**src/rtl/word_serializer.sv**
```systemverilog
// Width-down converter: one IN_W-bit word in, IN_W/OUT_W chunks of OUT_W bits out.
// Chunk order is MSB-first unless LSB_FIRST is set. Back-to-back words stream with no bubble.
module word_serializer #(
    parameter  int IN_W      = 128,
    parameter  int OUT_W     = 32,
    parameter  bit LSB_FIRST = 1'b0,
    localparam int N         = IN_W / OUT_W,
    localparam int IW        = (N > 1) ? $clog2(N) : 1
) (
    input  logic             clk,
    input  logic             rst_n,
    input  logic             in_valid,
    output logic             in_ready,
    input  logic [IN_W-1:0]  in_word,
    output logic             out_valid,
    input  logic             out_ready,
    output logic [OUT_W-1:0] out_chunk,
    output logic [IW-1:0]    out_idx,
    output logic             out_last
);

    // Handshake rule, both ports: a transfer happens on a rising edge where valid && ready.
    // out_valid never drops without a transfer; in_ready depends only on state and out_ready.
    typedef enum logic {
        IDLE = 1'b0,
        SEND = 1'b1
    } state_e;

    state_e             state_q, state_d;
    logic [IN_W-1:0]    word_q, word_d;
    logic [IW-1:0]      idx_q, idx_d;
    logic [OUT_W-1:0]   chunk_q, chunk_d;
    logic               last_q, last_d;
    logic [IW-1:0]      idx_nxt;
    logic               in_xfer;
    logic               out_xfer;

    // Chunk k of a word, honouring the configured ordering.
    function automatic logic [OUT_W-1:0] pick(input logic [IN_W-1:0] w, input logic [IW-1:0] k);
        logic [OUT_W-1:0] r;
        r = '0;
        for (int j = 0; j < N; j++) begin
            if (int'(k) == j) begin
                r = LSB_FIRST ? w[j*OUT_W +: OUT_W] : w[(N-1-j)*OUT_W +: OUT_W];
            end
        end
        return r;
    endfunction

    assign in_ready  = (state_q == IDLE) || (last_q && out_ready);
    assign out_valid = (state_q == SEND);
    assign in_xfer   = in_valid && in_ready;
    assign out_xfer  = out_valid && out_ready;
    assign idx_nxt   = idx_q + IW'(1);

    assign out_chunk = chunk_q;
    assign out_idx   = idx_q;
    assign out_last  = last_q;

    always_comb begin
        state_d = state_q;
        word_d  = word_q;
        idx_d   = idx_q;
        chunk_d = chunk_q;
        last_d  = last_q;
        case (state_q)
            IDLE: begin
                if (in_xfer) begin
                    state_d = SEND;
                    word_d  = in_word;
                    idx_d   = '0;
                    chunk_d = pick(in_word, '0);
                    last_d  = (N == 1);
                end
            end
            SEND: begin
                if (out_xfer && !last_q) begin
                    idx_d   = idx_nxt;
                    chunk_d = pick(word_q, idx_nxt);
                    last_d  = (idx_nxt == IW'(N - 1));
                end else if (in_xfer) begin
                    // Last chunk leaves while the next word arrives: reload without a bubble.
                    word_d  = in_word;
                    idx_d   = '0;
                    chunk_d = pick(in_word, '0);
                    last_d  = (N == 1);
                end else if (out_xfer) begin
                    state_d = IDLE;
                end
            end
            default: state_d = IDLE;
        endcase
    end

    always_ff @(posedge clk or negedge rst_n) begin
        if (!rst_n) begin
            state_q <= IDLE;
            word_q  <= '0;
            idx_q   <= '0;
            chunk_q <= '0;
            last_q  <= 1'b0;
        end else begin
            state_q <= state_d;
            word_q  <= word_d;
            idx_q   <= idx_d;
            chunk_q <= chunk_d;
            last_q  <= last_d;
        end
    end

endmodule

```
**config.mk**
```make
export PLATFORM = sky130hd
export DESIGN_NAME = word_serializer
export DESIGN_NICKNAME = d
export VERILOG_FILES = /design/src/rtl/word_serializer.sv
export SDC_FILE = /design/constraint.sdc
export NUM_CORES = 1
export LEC_CHECK = 0
export BUFFER_PORTS_ARGS = -buffer_cell sky130_fd_sc_hd__buf_2
export CAP_MARGIN = 20
export CORE_UTILIZATION = 55
export CTS_BUF_LIST = sky130_fd_sc_hd__clkbuf_4 sky130_fd_sc_hd__clkbuf_8 sky130_fd_sc_hd__clkbuf_16
export DETAILED_ROUTE_END_ITERATION = 12
export GPL_TIMING_DRIVEN = 0
export MAX_ROUTING_LAYER = met4
export PLACE_DENSITY = 0.8
export SYNTH_ARGS = -nofsm -noshare
export SYNTH_HDL_FRONTEND = slang
export SYNTH_SLANG_ARGS = --single-unit
export TNS_END_PERCENT = 30
```
**constraint.sdc**
```tcl
create_clock -name clk -period 2.34 [get_ports clk]
set_input_delay 0.585 -clock clk [delete_from_list [all_inputs] [get_ports clk]]
set_output_delay 0.585 -clock clk [all_outputs]
set_load 0.02 [all_outputs]
```
==> results.sh <==
export IMPL_port_buffers=166
export IMPL_vias=6856
export IMPL_maxSlewViolCount=0
export IMPL_post_cts_buffers=0
export IMPL_power_density_mw_per_mm2=1398
export IMPL_yosysSeqAreaShare=0.4979
export IMPL_synth_flop_cell="dfrtp_1"
export IMPL_coreArea_mm2=0.01459
export IMPL_die_h_um=124.4
export IMPL_grt_antenna_before_repair=0
export IMPL_htree_levels=4
export IMPL_dp_cells=1085
export IMPL_power_mw=13.89
export IMPL_hold_violations=0
export IMPL_drt_iter0_drc=647
export IMPL_overflow=0
export IMPL_synth_area_per_cell_um2=11.23
export IMPL_wl_um=23420
export IMPL_synth_area_mm2=0.008243
export IMPL_synth_distinct_cells=25
export IMPL_worstPathArrival_ns=1.63
export IMPL_yosys_area_top_type_share=0.4979
export IMPL_use_met3=0.06873
export IMPL_antenna_cells=0
export IMPL_gp_congestion=0.9049
export IMPL_rows=44
export IMPL_relSlewSlack=0.5358
export IMPL_start_util=0.5650
export IMPL_swShare=0.3673
export IMPL_internal_power_mw=8.790
export IMPL_synth_edf_count=0
export IMPL_die_area_mm2=0.01548
export IMPL_yosysMostFrequentCell="dfrtp_1"
export IMPL_grt_total_usage=0.3241
export IMPL_cts_sinks=164
export IMPL_grt_pass1_vias=6946
export IMPL_grt_use_met2=0.4790
export IMPL_yosysWarnings=0
export IMPL_path_clk_slew_ns=0.06
export IMPL_path_max_fanout=18
export IMPL_fin_cells=1114
export IMPL_layout_nets=1055
export IMPL_via_per_inst=6.154
export IMPL_drtPass1Iterations=5
export IMPL_ant_nets=0
export IMPL_ys_ff_latch=164
export IMPL_yosys_area_top_type="dfrtp_1"
export IMPL_ys_async_sr_fraction=1.000
export IMPL_skew_ns=0.008308
export IMPL_clockBufferDepth=2
export IMPL_root_buffer="clkbuf_16"
export IMPL_ys_top_cells_by_count="dfrtp_1, a21oi_1, mux2_4, nand3_1, clkbuf_1"
export IMPL_hold_buffers=0
export IMPL_cts_tree="done"
export IMPL_utilization=0.6811
export IMPL_worst_hold_path_type="primary input to async pin"
export IMPL_io_pins=169
export IMPL_use_met1=0.4377
export IMPL_fin_crit_sh=0.9462
export IMPL_rsz0062_at_grt="false"
export IMPL_switching_power_mw=5.102
export IMPL_grt_max_degree=91
export IMPL_cts_inserted_buffers=17
export IMPL_finalCriticalPeriod_ns=2.214
export IMPL_pwr_share_seq=0.373
export IMPL_combPwrFrac=0.423
export IMPL_fmax_mhz=451.6
export IMPL_dieWidth_um=124.4
export IMPL_synthTopCellsByArea="dfrtp_1, mux2_4, mux2_2"
export IMPL_drc=0
export IMPL_maxCapViolCount=0
export IMPL_grt_pass1_wl_um=37730
export IMPL_fillers=1151
export IMPL_pwr_share_clk=0.203
export IMPL_grt_busiest_layer="met2"
export IMPL_crit_type="flip-flop to primary output"
export IMPL_area_growth_pct=20.55
export IMPL_syn_nets=870
export IMPL_netlist_instances=734
export IMPL_cp_end_kind="primary output"
export IMPL_p_leak_nw=4.443
export IMPL_drive_gt1_frac=0.3409
export IMPL_tightest_slew_ns=0.6963
export IMPL_critPathRequiredTime_ns=1.75
export IMPL_wire_per_inst_um=21.02
export IMPL_place_hpwl_um=16030
export IMPL_status="finished clean"
export IMPL_clkLatencyLatePin_ns=0.43
export IMPL_setup_viol=0
export IMPL_critPathLaunchType="flip-flop"
export IMPL_ir_drop_v=0.0007854
==> through the flow <==
step	setup TNS [ns]	setup slack, ns	area [um^2]	hold WS, ns
after floorplan	0	0.3530	8243	0.2894
after global placement	-285.12	-1.753	9304	0.4861
after detailed placement	-0.06533	-0.06533	9341	0.4938
after CTS	0	0.01411	9926	0.1393
after global routing	0	0.02149	9937	0.1606
final	0	0.1258	9937	0.1263
==> registers in the layout (all words and copies together) (netlist names) <==
register and count:
out_idx 2, word_q 128, out_last 1, out_chunk 32
out_valid 1
==> repair_timing <==
item	in CTS	in global routing
resized for setup	0	14
hold endpoints to repair	0	0
setup endpoints to repair	1	33
==> cell families after synthesis <==
group           synth area share
compound gates            0.1544
buf+inv                  0.05768
mux                       0.1603
simple gates              0.1237
fa+ha+maj               0.006072
flops                     0.4979
==> cell type report <==
cell class | instances | area (um^2) | share of cell area
multi-input cells | 466 | 3664 | 0.3687
clock inverters | 10 | 133.9 | 0.01347
clock buffers | 20 | 454.2 | 0.04571
repair buffers | 167 | 868.3 | 0.08738
well taps | 184 | 230.2 | 0.02317
flip-flops and latches | 164 | 4104 | 0.4130
plain buffers | 69 | 355.3 | 0.03576
inverters | 34 | 127.6 | 0.01284
==> routing by layer <==
layer  vias to the layer above  wire length [um]
met1                      3377              9954
met4                         0               578
met3                        52              1875
met2                       396             11010
met5                         -                 0
li1                       3031                 -
==> worst paths after layout <==
path,cells past startpoint,from,slack (ns),endpoint
setup / recovery,4,out_valid,0.13,in_ready
hold / removal,1,rst_n,0.13,word_q[6]
setup reg to reg,7,out_idx[1],0.15,out_chunk[27]
hold reg to reg,1,word_q[123],0.51,word_q[123]
max in group asynchronous,2,rst_n,1.38,word_q[86]
min in group clk,2,in_word[92],0.38,word_q[92]
==> power by group through the flow <==
stage | clock, mW | combinational, mW | sequential [mW]
global route | 2.97 | 6.31 | 5.32
global placement | 0 | 5.61 | 5.13
finish | 2.82 | 5.88 | 5.19
CTS | 2.85 | 5.81 | 5.16
floorplan | 0 | 3.87 | 5.27
detailed placement | 0 | 5.77 | 5.17
==> layout by cell type (no fill, tap or decap), types with 2 or more instances in the layout <==
cell type	count
a21oi_1	64
a221o_1	32
a32oi_1	32
buf_2	169
buf_6	10
bufinv_16	3
clkbuf_1	46
clkbuf_16	17
clkbuf_2	7
clkbuf_4	3
clkinv_2	4
clkinvlp_4	2
dfrtp_1	164
ha_1	4
inv_1	34
mux2_2	32
mux2_4	64
nand2_1	4
nand2b_1	34
nand3_1	64
nand3b_1	33
nor2b_1	33
o21ai_0	45
o21ai_1	20
==> critical path, stage by stage, from the launching register on <==
cell and delay [ns]:
dfrtp_1 0.37, buf_4 0.16, a21bo_1 0.18, clkbuf_4 0.27, buf_2 0.21
Note: power is estimated with default switching activity, not from simulation.
